<file path="config.mk">
export PLATFORM = sky130hd
export DESIGN_NAME = pipeline_hazard_controller
export DESIGN_NICKNAME = d
export VERILOG_FILES = /design/src/rtl/pipeline_hazard_controller_pkg.sv /design/src/rtl/pipeline_hazard_controller_hazard_detect.sv /design/src/rtl/pipeline_hazard_controller.sv
export SDC_FILE = /design/constraint.sdc
export NUM_CORES = 1
export LEC_CHECK = 0
export ABC_AREA = 1
export BUFFER_PORTS_ARGS = -buffer_cell sky130_fd_sc_hd__buf_2
export CAP_MARGIN = 30
export CORE_MARGIN = 1
export CORE_UTILIZATION = 45
export DETAILED_ROUTE_END_ITERATION = 10
export GPL_TIMING_DRIVEN = 0
export PLACE_DENSITY = 0.83
export SETUP_SLACK_MARGIN = 0.15
export SKIP_CTS_REPAIR_TIMING = 1
export SYNTH_ARGS = -nofsm -noshare
export SYNTH_HDL_FRONTEND = slang
export SYNTH_SLANG_ARGS = --single-unit
</file>
<file path="constraint.sdc">
create_clock -name clk -period 1.6 [get_ports clk]
set_input_delay 0.16 -clock clk [delete_from_list [all_inputs] [get_ports clk]]
set_output_delay 0.16 -clock clk [all_outputs]
set_load 0.005 [all_outputs]
</file>
<file path="src/rtl/pipeline_hazard_controller_pkg.sv">
`default_nettype none
// ============================================================================
// Module      : pipeline_hazard_controller_pkg
// Description : Shared constants for the pipeline hazard controller.
//               This package holds the register address width, the default
//               MEM access length and the wait-state FSM encodings.
// Revision    : 1.0 - initial release
// ============================================================================
package pipeline_hazard_controller_pkg;

    // Register-file address width. It matches the regfile index width.
    localparam int DEF_REG_ADDR_W      = 4;

    // Default total cycles a MEM-stage SRAM access occupies. The legal range is 1..16.
    localparam int DEF_MEM_WAIT_CYCLES = 5;

    // Default width of the hazard-stall performance counter.
    localparam int DEF_STALL_CNT_W     = 16;

    // Wait-state FSM encoding.
    typedef logic [0:0] state_t;
    localparam state_t ST_IDLE = 1'b0;
    localparam state_t ST_WAIT = 1'b1;

endpackage : pipeline_hazard_controller_pkg
`default_nettype wire

</file>
<file path="src/rtl/pipeline_hazard_controller_hazard_detect.sv">
`default_nettype none
// ============================================================================
// Module      : pipeline_hazard_controller_hazard_detect
// Description : Read-after-write hazard detector. It compares the ID-stage
//               source operands against the EXE and MEM destinations.
//               With forwarding active, only a load in EXE stalls the pipeline.
//               Purely combinational.
// Revision    : 1.0 - initial release
// ============================================================================
module pipeline_hazard_controller_hazard_detect #(
    parameter int REG_ADDR_W = 4
) (
    input  logic [REG_ADDR_W-1:0] id_src1,
    input  logic [REG_ADDR_W-1:0] id_src2,
    input  logic                  id_src1_valid,
    input  logic                  id_two_src,
    input  logic [REG_ADDR_W-1:0] exe_dest,
    input  logic                  exe_wb_en,
    input  logic                  exe_mem_read,
    input  logic [REG_ADDR_W-1:0] mem_dest,
    input  logic                  mem_wb_en,
    input  logic                  forward_en,
    output logic                  haz
);

    logic w_exe_match;
    logic w_mem_match;

    // A destination matches when a source that is actually read names the same register.
    assign w_exe_match = (id_src1_valid && (id_src1 == exe_dest)) ||
                         (id_two_src    && (id_src2 == exe_dest));
    assign w_mem_match = (id_src1_valid && (id_src1 == mem_dest)) ||
                         (id_two_src    && (id_src2 == mem_dest));

    // The forwarding network covers every RAW case except load-use.
    // A loaded value only exists after MEM, so that case still stalls.
    assign haz = forward_en ? (exe_wb_en && exe_mem_read && w_exe_match)
                            : ((exe_wb_en && w_exe_match) || (mem_wb_en && w_mem_match));

endmodule : pipeline_hazard_controller_hazard_detect
`default_nettype wire

</file>
<file path="src/rtl/pipeline_hazard_controller.sv">
`default_nettype none
// ============================================================================
// Module      : pipeline_hazard_controller
// Description : Central stall/flush/freeze sequencing for the five-stage
//               pipeline. It combines RAW hazard stalls and taken-branch
//               flushes with the MEM-stage wait-state FSM. It also keeps a
//               saturating count of hazard-stall cycles.
// Revision    : 1.0 - initial release
// ============================================================================
module pipeline_hazard_controller
    import pipeline_hazard_controller_pkg::*;
#(
    parameter int REG_ADDR_W      = DEF_REG_ADDR_W,
    parameter int MEM_WAIT_CYCLES = DEF_MEM_WAIT_CYCLES,
    parameter int STALL_CNT_W     = DEF_STALL_CNT_W
) (
    input  logic                   clk,
    input  logic                   rst,
    input  logic [REG_ADDR_W-1:0]  id_src1,
    input  logic [REG_ADDR_W-1:0]  id_src2,
    input  logic                   id_src1_valid,
    input  logic                   id_two_src,
    input  logic [REG_ADDR_W-1:0]  exe_dest,
    input  logic                   exe_wb_en,
    input  logic                   exe_mem_read,
    input  logic [REG_ADDR_W-1:0]  mem_dest,
    input  logic                   mem_wb_en,
    input  logic                   mem_req,
    input  logic                   forward_en,
    input  logic                   branch_taken,
    output logic                   pc_freeze,
    output logic                   id_exe_bubble,
    output logic                   if_id_flush,
    output logic                   freeze_all,
    output logic                   mem_last,
    output logic [STALL_CNT_W-1:0] stall_count
);

    // The counter is loaded with MEM_WAIT_CYCLES-2 on entry to WAIT.
    // The WAIT cycle at cnt==0 is the release cycle. Together with the IDLE
    // entry cycle, this gives MEM_WAIT_CYCLES-1 frozen cycles in total.
    localparam logic c_MULTI_CYCLE = (MEM_WAIT_CYCLES > 1);
    localparam int   c_CNT_LOAD    = (MEM_WAIT_CYCLES > 1) ? (MEM_WAIT_CYCLES - 2) : 0;
    localparam int   c_CNT_W       = (MEM_WAIT_CYCLES > 2) ? $clog2(MEM_WAIT_CYCLES - 1) : 1;

    state_t                 r_state;
    state_t                 w_state_next;
    logic [c_CNT_W-1:0]     r_cnt;
    logic [c_CNT_W-1:0]     w_cnt_next;
    logic [STALL_CNT_W-1:0] r_stall_count;

    logic                   w_haz;
    logic                   w_freeze_all;
    logic                   w_mem_last;
    logic                   w_pc_freeze;
    logic                   w_id_exe_bubble;
    logic                   w_if_id_flush;

    pipeline_hazard_controller_hazard_detect #(
        .REG_ADDR_W (REG_ADDR_W)
    ) u_hazard_detect (
        .id_src1       (id_src1),
        .id_src2       (id_src2),
        .id_src1_valid (id_src1_valid),
        .id_two_src    (id_two_src),
        .exe_dest      (exe_dest),
        .exe_wb_en     (exe_wb_en),
        .exe_mem_read  (exe_mem_read),
        .mem_dest      (mem_dest),
        .mem_wb_en     (mem_wb_en),
        .forward_en    (forward_en),
        .haz           (w_haz)
    );

    // Wait-state FSM register and its cycle counter. Reset abandons any access in flight.
    always_ff @(posedge clk or posedge rst) begin
        if (rst) begin
            r_state <= ST_IDLE;
            r_cnt   <= '0;
        end else begin
            r_state <= w_state_next;
            r_cnt   <= w_cnt_next;
        end
    end

    // Next-state logic. mem_req is only looked at in IDLE, never while WAIT is running.
    always_comb begin
        w_state_next = r_state;
        w_cnt_next   = r_cnt;
        case (r_state)
            ST_IDLE: begin
                if (mem_req && c_MULTI_CYCLE) begin
                    w_state_next = ST_WAIT;
                    w_cnt_next   = c_CNT_W'(c_CNT_LOAD);
                end
            end
            ST_WAIT: begin
                if (r_cnt != '0) begin
                    w_cnt_next = r_cnt - 1'b1;
                end else begin
                    w_state_next = ST_IDLE;
                end
            end
            default: begin
                w_state_next = ST_IDLE;
                w_cnt_next   = '0;
            end
        endcase
    end

    // FSM outputs (Mealy in IDLE) and the stage-control priority: freeze > branch > hazard.
    always_comb begin
        w_freeze_all    = 1'b0;
        w_mem_last      = 1'b0;
        w_pc_freeze     = 1'b0;
        w_id_exe_bubble = 1'b0;
        w_if_id_flush   = 1'b0;

        case (r_state)
            ST_IDLE: begin
                if (mem_req) begin
                    w_freeze_all = c_MULTI_CYCLE;
                    w_mem_last   = !c_MULTI_CYCLE;
                end
            end
            ST_WAIT: begin
                w_freeze_all = (r_cnt != '0);
                w_mem_last   = (r_cnt == '0);
            end
            default: begin
                w_freeze_all = 1'b0;
                w_mem_last   = 1'b0;
            end
        endcase

        // While frozen, nothing moves. The branch or hazard is still present after release and is acted on then.
        if (!w_freeze_all) begin
            if (branch_taken) begin
                w_if_id_flush   = 1'b1;
                w_id_exe_bubble = 1'b1;
            end else if (w_haz) begin
                w_pc_freeze     = 1'b1;
                w_id_exe_bubble = 1'b1;
            end
        end

        // Reset holds every control output low, whatever the inputs are doing.
        if (rst) begin
            w_freeze_all    = 1'b0;
            w_mem_last      = 1'b0;
            w_pc_freeze     = 1'b0;
            w_id_exe_bubble = 1'b0;
            w_if_id_flush   = 1'b0;
        end
    end

    // Saturating count of hazard-stall cycles. It does not wrap, so it stays meaningful on long runs.
    always_ff @(posedge clk or posedge rst) begin
        if (rst) begin
            r_stall_count <= '0;
        end else if (w_pc_freeze && (r_stall_count != '1)) begin
            r_stall_count <= r_stall_count + 1'b1;
        end
    end

    assign pc_freeze     = w_pc_freeze;
    assign id_exe_bubble = w_id_exe_bubble;
    assign if_id_flush   = w_if_id_flush;
    assign freeze_all    = w_freeze_all;
    assign mem_last      = w_mem_last;
    assign stall_count   = r_stall_count;

endmodule : pipeline_hazard_controller
`default_nettype wire

</file>
## Word level (Yosys, flattened, before mapping)

Cells that the tools add are included.

| storage, ports and cells | value |
|---|---|
| flip-flop bits (word level) | 19 |
| logic and storage cells | 49 |
| output and inout bits | 21 |
| input port bits | 26 |

| cells by class | value |
|---|---|
| bitwise logic cells | 1 |
| muxes and demuxes | 21 |
| add/sub/neg operators | 2 |
| eq/ne operators | 7 |
| reduce and logical (&&, ||, !) cells | 15 |

Operator list:

| cell | number |
|---|---|
| 16-bit by 1-bit adder with 16-bit output (second input constant) | 1 |
| 4-bit equality test | 4 |
| 16-bit != test (second input constant) | 1 |
| 1-bit 2-to-1 mux | 15 |
| 1-bit logical AND | 9 |
| 1-bit one-hot mux with 2 select lines | 3 |
| 2-bit 2-to-1 mux | 2 |
| 2-bit one-hot mux with 2 select lines | 1 |
| 1-bit logical OR | 3 |
| 2-bit logical NOT | 1 |
| 2-bit by 1-bit != test with 1-bit output (second input constant) | 1 |
| 2-bit != test (second input constant) | 1 |
| 2-bit AND reduction | 1 |
| 2-bit nonzero test | 1 |
| 2-bit by 1-bit subtractor with 2-bit output (second input constant) | 1 |
| 1-bit inverter | 1 |

## Depth between registers and ports, before layout

Gate-level depths: netlist (run 1).

| logic depth | value |
|---|---|
| word-level depth | 11 |
| depth in mapped cells | 12 |
| mapped depth without buffers | 11 |

## Hierarchy

A second synthesis (run 1) with hierarchy kept.

| second synthesis, totals | value |
|---|---|
| cell total of the unflattened synthesis | 246 |
| area, all modules | 1514.0 µm² |

Modules (own cells, without submodules):

| module | times used | area an instance (µm²) | cells each | sequential area each (µm²) |
|---|---|---|---|---|
| pipeline_hazard_controller | 1 | 1203.7 | 173 | 475.5 |
| pipeline_hazard_controller_hazard_detect | 1 | 310.3 | 73 | 0.0 |

## Worst setup path before layout (run 1)

Ideal clock, no wire load.

| path | value |
|---|---|
| path kind | reg-to-reg |
| from | reg r_cnt[0] |
| to | reg r_stall_count[2] (netlist: stall_count[2]) |
| cell stages (with the launch flop) | 11 |
| setup time | 0.117 ns |
| clock period less this slack | 1.561 ns |
| buffers on the path | 1 |
| path slack | 0.039 ns |
| required time | 1.483 ns |
| data arrival time | 1.444 ns |
| cell sequence | dfrtp_1 -> inv_1 -> ha_1 -> nand2_1 -> o21ai_2 -> nand2_1 -> nor2_4 -> nand3_4 -> buf_6 -> nand2_1 -> nand2_1 |

| on the way | value |
|---|---|
| cells in the longest elaborated chain, start to end | 5 |

Ends and longest elaborated chain:

| item | RTL line | source |
|---|---|---|
| start: declaration | pipeline_hazard_controller.sv:48 | `logic [c_CNT_W-1:0] r_cnt;` |
| start signal: assignment | pipeline_hazard_controller.sv:82 | `r_cnt <= w_cnt_next;` |
| 2-bit nonzero test | pipeline_hazard_controller.sv:127 | `w_freeze_all = (r_cnt != '0);` |
| 1-bit one-hot mux with 2 select lines | pipeline_hazard_controller.sv:119 | `case (r_state)` |
| 1-bit 2-to-1 mux | pipeline_hazard_controller.sv:137 | `if (!w_freeze_all) begin` |
| 1-bit 2-to-1 mux | pipeline_hazard_controller.sv:148 | `if (rst) begin` |
| 1-bit logical AND | pipeline_hazard_controller.sv:161 | `end else if (w_pc_freeze && (r_stall_count != '1)) begin` |
| end signal: assignment | pipeline_hazard_controller.sv:162 | `r_stall_count <= r_stall_count + 1'b1;` |
| end: declaration | pipeline_hazard_controller.sv:50 | `logic [STALL_CNT_W-1:0] r_stall_count;` |

No other way between the ends.
A chain may end at the register's enable or synchronous reset.

## Worst setup path after layout (run 1)

| path | value |
|---|---|
| from | reg r_cnt[0] |
| to | reg r_stall_count[1] (netlist: stall_count[1]) |

Same word-level chain as after synthesis.

==> results of run 1 <==
layout make-up:
type                            count  area share
Timing Repair Buffer               56       0.153
Inverter                           28      0.0526
Multi-Input combinational cell    183       0.493
Clock inverter                      1     0.00250
Sequential cell                    19       0.239
Buffer                              4      0.0207
Clock buffer                        3      0.0113
Tap cell                           44      0.0276
metrics by stage:
| stage | setup WS (ns) | setup TNS (ns) | hold WS [ns] |
|---|---|---|---|
| 3_5_place_dp | -0.308 | -4.09 | 0.357 |
| 5_1_grt | -0.172 | -2.29 | 0.0741 |
| 2_1_floorplan | 0.0660 | 0 | 0.127 |
| 6_report | -0.0545 | -0.648 | 0.00623 |
| 3_3_place_gp | -0.283 | -3.74 | 0.346 |
| 4_1_cts | -0.155 | -2.03 | 0.00934 |
cell usage in the layout, fill, tap and decap left out, types with 2 or more instances in the layout:
| master | Yosys | routed |
|---|---|---|
| nand2_1 | 89 | 84 |
| buf_2 | 1 | 47 |
| nor2_1 | 29 | 29 |
| inv_1 | 28 | 28 |
| nand4_1 | 18 | 18 |
| dfrtp_1 | 19 | 18 |
| nand3_1 | 13 | 13 |
| xnor2_1 | 10 | 10 |
| buf_4 | 2 | 9 |
| nand2_2 | 1 | 5 |
| xor2_1 | 5 | 5 |
| buf_6 | 1 | 4 |
| clkbuf_4 | 0 | 3 |
| nor2_4 | 2 | 2 |
| nor3_2 | 0 | 2 |
registers in the layout, indices dropped and copies added, names as in the netlist:
name	count
r_cnt	2
r_state	1
stall_count	16
power by group through the flow:
stage	registers [W]	logic, W	clock network [W]
6_report	0.000586	0.000498	0.000250
2_1_floorplan	0.000580	0.000259	0
3_5_place_dp	0.000587	0.000385	0
3_3_place_gp	0.000584	0.000370	0
5_1_grt	0.000592	0.000561	0.000287
4_1_cts	0.000577	0.000387	0.000266
how the worst max path moves through the flow:
stage                            to  slack (ns)
CTS                       pc_freeze       -0.15
floorplan            stall_count[2]        0.07
global placement    stall_count[11]       -0.28
finish               stall_count[1]       -0.05
global route              pc_freeze       -0.17
detailed placement   stall_count[1]       -0.31
critical path: stages, from the launching register on:
cell and delay, ns:
dfrtp_1 0.41, inv_1 0.07, ha_2 0.18, nand2_2 0.07, o21ai_4 0.08, nand2_4 0.10
nor2_4 0.24, nand3_4 0.14, buf_6 0.17, nand2_1 0.05, nand2_1 0.05
routing by layer:
layer,global-route usage,vias up
met5,0,-
met4,0.0584,0
met3,0.0554,4
li1,-,867
met2,0.364,45
met1,0.319,750
cells by family after synthesis:
group                    synth area share
buffers and inverters              0.0883
XOR/XNOR                           0.0851
AO/OA/AOI/OAI                      0.0219
flip-flops                          0.308
AND/OR/NAND/NOR                     0.481
adder cells (fa/ha/maj)            0.0162
==> flow_summary.json, run 1 <==
{
  "cts_buffers": 3,
  "period_share": 1.03,
  "ant_nets": 0,
  "hp-class": "in2async",
  "worst_r2r_path_depth": 10,
  "slew_headroom": 0.465,
  "wirelength_um": 3880,
  "vias": 1666,
  "fmax_mhz": 604,
  "wire_per_inst_um": 11.5,
  "grt_pass1_wl_um": 6350,
  "ys_top_cells_by_count": "nand2_1, nor2_1, inv_1",
  "total_power_w": 0.00133,
  "dp.final_hpwl_um": 2810,
  "wl_met2_um": 1830,
  "switchingPower_w": 0.000475,
  "synth-main-ff-cell": "dfrtp_1",
  "num-nets-final": 323,
  "end_kind": "flop",
  "fp.dieH_um": 60.6,
  "tightest_slew_ns": 0.802,
  "fill_cells": 307,
  "met1_length_um": 1840,
  "initial_core_util": 0.490,
  "n_antenna_cell": 0,
  "synthCells": 234,
  "final_util": 0.634,
  "dieArea_um2": 3670,
  "r2r_slack_ns": -0.05,
  "placed_area_um2": 1850,
  "async_flop_share": 1.00,
  "met3_length_um": 187,
  "dr.pass1.iters": 4,
  "area_delta_synth_final_pct": 29.4,
  "maxSlewViolCount": 0,
  "synth_top_cell_area_share": 0.308,
  "maxCapViolations": 0,
  "p_sw_frac": 0.356,
  "clkLatencyLatePin_ns": 0.30,
  "viasPerCell": 4.93,
  "multi_input_area_um2": 986,
  "ff_latch_area_um2": 477,
  "antenna_found_initial": 0,
  "ys_types": 25,
  "ys_warn_count": 0,
  "clock_path_buffers": 2,
  "top_layer": "met4",
  "io_buffer_count": 46,
  "rows": 20,
  "final_hold_viol_count": 0,
  "detailedRoute.firstIterationViolations": 66,
  "combPwrFrac": 0.373,
  "place.gp.congestion": 0.863,
  "power_frac_seq": 0.440,
  "crit_path_start": "r_cnt[0]",
  "critPathKind": "reg2reg",
  "violations": "negative setup slack",
  "synth-edff-count": 0,
  "postLayoutCellArea_um2": 2000,
  "synth_area_um2": 1540,
  "drive_gt1_frac": 0.286,
  "p_per_area_nw_per_um2": 667,
  "outcome": "finished with violations",
  "core_area_um2": 3150,
  "grt_pass1_vias": 1505,
  "rr_startpoint": "r_cnt[0]",
  "start_kind": "flop",
  "num_io_pins": 47,
  "yosysTopAreaCell": "dfrtp_1",
  "synth_area_leaders": "dfrtp_1, nand2_1, nand4_1",
  "grt_overflow_total": 0,
  "clockPowerShare": 0.187,
  "internal_power_w": 0.000859,
  "syn_nets": 262,
  "die_w_um": 60.6,
  "cts_tree": "built",
  "yosysMostFrequentCell": "nand2_1",
  "arrival_ns": 1.86,
  "ys_seq_area_frac": 0.308,
  "leakage_nw": 1.15,
  "r2r_end": "stall_count[1]",
  "fin_worst_skew_ns": 0.00541,
  "finalSetupViolCount": 17,
  "path_clk_slew_ns": 0.11,
  "cts_root_buffer": "clkbuf_4",
  "setup_ws_ns": -0.0545,
  "cts_sinks": 19,
  "crit_required_ns": 1.81,
  "cp_max_fo": 10,
  "synth-seq-cells": 19,
  "min_period_ns": 1.65,
  "postSynthAreaPerCell_um2": 6.60,
  "drc_errors": 0,
  "ir_drop_mv": 0.409,
  "h-tree-depth": 1,
  "stdcell_count": 338,
  "grt_max_degree": 21,
  "grt_use_total": 0.231,
  "rsz0062_at_grt": "yes",
  "placedCellCount": 324
}
Power figures use the tool's default switching activity.
==> inputs of run 2 (changes only) <==
CORE_ASPECT_RATIO = 0.5   (was unset)
PLACE_DENSITY = 0.8   (was 0.83)
clock period = 1.85 ns   (was 1.6 ns; I/O delays follow)
==> run 2 against run 1 <==
Against the previous run:
- the run ends with design-rule violations left
- total power decreased by 5.0%
- core utilization increased by 2.3 points
- critical path type unchanged
- highest routed layer unchanged
- sequential power decreased by 13%
- maximum frequency decreased by 4.8%
- critical endpoint is now stall_count[11]
==> flow_summary.json, run 2 (synthesized netlist as in run 1, its figures left out) <==
{
  "outcome": "finished with violations",
  "violations": "design-rule violations",
  "clkLatencyLatePin_ns": 0.27,
  "fmax_mhz": 576,
  "r2r_slack_ns": 0.11,
  "final_cell_mix": "nand2_1, buf_2, nor2_1",
  "crit_buf_inv": 2,
  "wirelength_um": 4300,
  "slew_headroom": 0.443,
  "fp.dieH_um": 43.4,
  "n_antenna_cell": 0,
  "cts_tree": "built",
  "path_clk_slew_ns": 0.08,
  "postLayoutCellArea_um2": 2060,
  "power_frac_seq": 0.403,
  "dp.final_hpwl_um": 2930,
  "crit_top_cell": "nand2_2",
  "vias": 1831,
  "antenna_found_initial": 0,
  "num_io_pins": 47,
  "rows": 14,
  "final_common_cell": "nand2_1",
  "final_hold_viol_count": 0,
  "area_delta_synth_final_pct": 33.5,
  "hold_slack_ns": 0.0951,
  "rsz0062_at_grt": "yes",
  "initial_core_util": 0.492,
  "end_kind": "flop",
  "crit_required_ns": 2.01,
  "grt_max_degree": 21,
  "grt_use_total": 0.228,
  "largest_reg_flops": 16,
  "arrival_ns": 1.89,
  "maxCapViolations": 0,
  "leakage_nw": 1.17,
  "cp_cell_sequence": "inv_1, ha_2, nand2_2, o21ai_4, nand2_4, nor2_4, nand3_4, clkbuf_16, nand2_2, nand2_1",
  "cpPeakStageDelay_ns": 0.40,
  "start_kind": "flop",
  "critPathSlowestCell": "dfrtp_1",
  "core_area_um2": 3140,
  "met3_usage": 0.0419,
  "ir_drop_mv": 0.276,
  "combPwrFrac": 0.354,
  "cts_buffers": 3,
  "clockPowerShare": 0.243,
  "critPathKind": "reg2reg",
  "io_buffer_count": 46,
  "grt_pass1_wl_um": 6620,
  "dieArea_um2": 3680,
  "p_per_area_nw_per_um2": 615,
  "timing.setup.tns_ns": 0,
  "worst_r2r_path_depth": 10,
  "finalSetupViolCount": 0,
  "tightest_slew_ns": 0.835,
  "viasPerCell": 5.47,
  "grt_overflow_total": 0,
  "placed_area_um2": 1820,
  "grt_pass1_vias": 1552,
  "cts_root_buffer": "clkbuf_8",
  "r2r_end": "stall_count[11]",
  "drc_errors": 2,
  "rr_startpoint": "r_cnt[0]",
  "place.gp.congestion": 0.901,
  "drive_gt1_frac": 0.315,
  "num-nets-final": 324,
  "die_w_um": 84.8,
  "internal_power_w": 0.000831,
  "busiest_layer": "met2",
  "p_sw_frac": 0.344,
  "maxSlewViolCount": 0,
  "cts_sinks": 19,
  "h-tree-depth": 1,
  "min_period_ns": 1.74,
  "period_share": 0.939,
  "cp_top_family": "simple AND/OR/NAND/NOR gates",
  "switchingPower_w": 0.000436,
  "ant_nets": 0,
  "detailedRoute.firstIterationViolations": 140,
  "grtUsageMet2": 0.407,
  "clock_path_buffers": 2,
  "gr-usage-met1": 0.282,
  "hp-class": "in2async",
  "dr.pass1.iters": 8,
  "wire_per_inst_um": 12.8,
  "cp_max_fo": 7,
  "fin_worst_skew_ns": 0.00135
}
==> run 2: cell count changes in the layout (fill, tap and decap cells not counted), sizes merged <==
cell	delta
clkbuf	+1
==> run 2: routing by layer <==
metal / vias to the layer above / share of wire
met1: 843 / 0.41
met2: 105 / 0.49
met3: 13 / 0.081
met5: - / 0
met4: 0 / 0.020
li1: 870 / -
==> run 2: area by class of cell <==
type	count	area, µm²
fillers	274	1070
clock buffers	3	41.3
well taps	40	50.0
inverters	28	105
clock inverters	1	5.00
plain buffers	4	37.5
repair buffers	57	330
flip-flops and latches	19	478
multi-input cells	183	1010
==> run 2: worst max path at each step <==
stage,depth (start not counted),to,start,slack [ns]
after floorplan,10,stall_count[2],r_cnt[0],0.29
after global placement,8,stall_count[14],rst,-0.11
after detailed placement,8,stall_count[8],rst,-0.20
after CTS,10,stall_count[8],r_cnt[0],0.05
after global routing,10,stall_count[11],r_cnt[0],0.02
final,10,stall_count[11],r_cnt[0],0.11
==> run 2: power groups by stage <==
| stage | clock network [W] | logic [W] | registers [W] |
|---|---|---|---|
| floorplan | 0 | 0.000213 | 0.000499 |
| global placement | 0 | 0.000307 | 0.000503 |
| detailed placement | 0 | 0.000321 | 0.000506 |
| CTS | 0.000307 | 0.000325 | 0.000498 |
| global route | 0.000325 | 0.000506 | 0.000515 |
| finish | 0.000308 | 0.000448 | 0.000511 |
==> run 2: worst reg2reg max path: cells and delay by family, from the launching register on <==
family	cells	cell delay [ns]
flops	1	0.40
fa+ha+maj	1	0.18
compound gates	1	0.10
simple gates	6	0.69
buf+inv	2	0.26
==> run 2: per-stage QoR <==
stage	worst slack, ns	instances	util	power [W]
final	0.112	335	0.657	0.00127
after global routing	0.0203	335	0.657	0.00135
after CTS	0.0464	324	0.597	0.00113
after detailed placement	-0.195	320	0.582	0.000827
after global placement	-0.113	320	0.582	0.000810
after floorplan	0.289	234	-	0.000712
==> inputs of run 3 (changes only) <==
BUFFER_PORTS_ARGS = -buffer_cell sky130_fd_sc_hd__buf_4   (was -buffer_cell sky130_fd_sc_hd__buf_2)
==> run 3 against run 2 <==
Against the previous run:
- the run still ends with design-rule violations left
- flip-flop and latch count did not move
- routed wire length fell by 7.1%
- critical path depth fell by 3
- combinational power rose by 10%
- highest routed layer unchanged
- worst hold slack improved by 0.081 ns
- clock power fell by 1%
==> flow_summary.json, run 3 (synthesized netlist as in run 1, its figures left out) <==
{
  "outcome": "finished with violations",
  "violations": "design-rule violations",
  "path_clk_slew_ns": 0.08,
  "final_hold_viol_count": 0,
  "num-nets-final": 324,
  "antenna_found_initial": 0,
  "period_share": 0.909,
  "stdcell_count": 335,
  "dieArea_um2": 3680,
  "grt_pass1_vias": 1400,
  "core_area_um2": 3140,
  "crit_required_ns": 1.66,
  "vias": 1697,
  "clkLatencyLatePin_ns": 0.27,
  "holdPathStages": 3,
  "final_cell_mix": "nand2_1, buf_4, nor2_1",
  "setup_ws_ns": 0.169,
  "maxSlewViolCount": 0,
  "n_antenna_cell": 0,
  "hp-start": "mem_req",
  "cts_root_buffer": "clkbuf_8",
  "slew_headroom": 0.406,
  "placedCellCount": 320,
  "wirelength_um": 3990,
  "ant_nets": 0,
  "grt_max_degree": 21,
  "final_util": 0.684,
  "fp.dieH_um": 43.4,
  "maxCapViolations": 0,
  "drive_gt1_frac": 0.285,
  "die_w_um": 84.8,
  "cts_sinks": 19,
  "hold_end": "r_state",
  "min_period_ns": 1.68,
  "initial_core_util": 0.492,
  "grt_overflow_total": 0,
  "cp_max_fo": 4,
  "fin_worst_skew_ns": 0.00724,
  "arrival_ns": 1.50,
  "viasPerCell": 5.07,
  "final_common_cell": "nand2_1",
  "io_buffer_count": 46,
  "wire_per_inst_um": 11.9,
  "drc_errors": 2,
  "dp.final_hpwl_um": 2890,
  "tightest_slew_ns": 0.889,
  "cts_tree": "built",
  "p_per_area_nw_per_um2": 609,
  "rr_startpoint": "stall_count[1]",
  "detailedRoute.firstIterationViolations": 135,
  "dp_slack_ns": -0.199,
  "grt_use_total": 0.206,
  "rows": 14,
  "critPathKind": "reg2out",
  "grt_pass1_wl_um": 6070,
  "dr.pass1.iters": 8,
  "worst_r2r_path_depth": 8,
  "leakage_nw": 1.18,
  "rsz0062_at_grt": "no",
  "fmax_mhz": 595,
  "fill_cells": 260,
  "hp-class": "in2reg",
  "end_kind": "output pin",
  "largest_reg_flops": 16,
  "finalSetupViolCount": 0,
  "start_kind": "flop",
  "placed_area_um2": 1940,
  "ir_drop_mv": 0.290,
  "r2r_end": "stall_count[8]",
  "r2r_slack_ns": 0.24,
  "area_delta_synth_final_pct": 38.8,
  "place.gp.congestion": 0.889,
  "postLayoutCellArea_um2": 2140,
  "h-tree-depth": 1,
  "num_io_pins": 47,
  "clock_path_buffers": 2,
  "cts_buffers": 3
}
run 3: cell count changes in the layout (fill, tap and decap cells not counted), sizes merged:
cell	before	now
clkbuf	4	3
dlygate4sd3	0	1
clkinvlp	0	1
inv	28	27
run 3: area by class of cell:
type                            instances  area, µm²  share of cell area
Tap cell                               40       50.0              0.0234
Inverter                               28        109              0.0508
Clock inverter                          1       5.00             0.00234
Multi-Input combinational cell        183        993               0.464
Buffer                                  4       37.5              0.0175
Clock buffer                            3       41.3              0.0193
Sequential cell                        19        477               0.222
Timing Repair Buffer                   57        430               0.201
run 3: worst max-delay path, stage by stage (launching register included):
cell	delay, ns
dfrtp_1	0.39
inv_1	0.10
ha_4	0.14
nand2_2	0.07
o21ai_4	0.10
nand2_4	0.09
nor3_2	0.20
buf_4	0.14
run 3: worst max path at each step:
stage                              start               to  slack [ns]  cells after the start
after floorplan                 r_cnt[0]   stall_count[2]        0.29                     10
after global placement               rst  stall_count[14]       -0.13                      8
after detailed placement             rst   stall_count[8]       -0.20                      8
after CTS                 stall_count[0]  stall_count[12]        0.05                      8
after global routing            r_cnt[0]        pc_freeze        0.13                      7
final                           r_cnt[0]        pc_freeze        0.17                      7
run 3: per-stage QoR:
step | power, W | hold WS [ns] | TNS [ns]
3_5_place_dp | 0.000855 | 0.393 | -2.31
3_3_place_gp | 0.000843 | 0.370 | -1.46
6_report | 0.00131 | 0.176 | 0
5_1_grt | 0.00138 | 0.195 | 0
4_1_cts | 0.00115 | 0.107 | 0
2_1_floorplan | 0.000712 | 0.145 | 0
run 3: metal layers:
| layer | part of all wire | track usage |
|---|---|---|
| met1 | 0.46 | 0.279 |
| met2 | 0.48 | 0.363 |
| met3 | 0.047 | 0.0324 |
| met4 | 0.016 | 0.0305 |
| met5 | 0 | 0 |
run 3: power by group:
group	internal (W)	total [W]	switching (W)	leakage, nW
Combinational	0.000248	0.000494	0.000246	0.896
Sequential	0.000462	0.000508	0.0000460	0.254
Clock	0.000150	0.000304	0.000154	0.0255
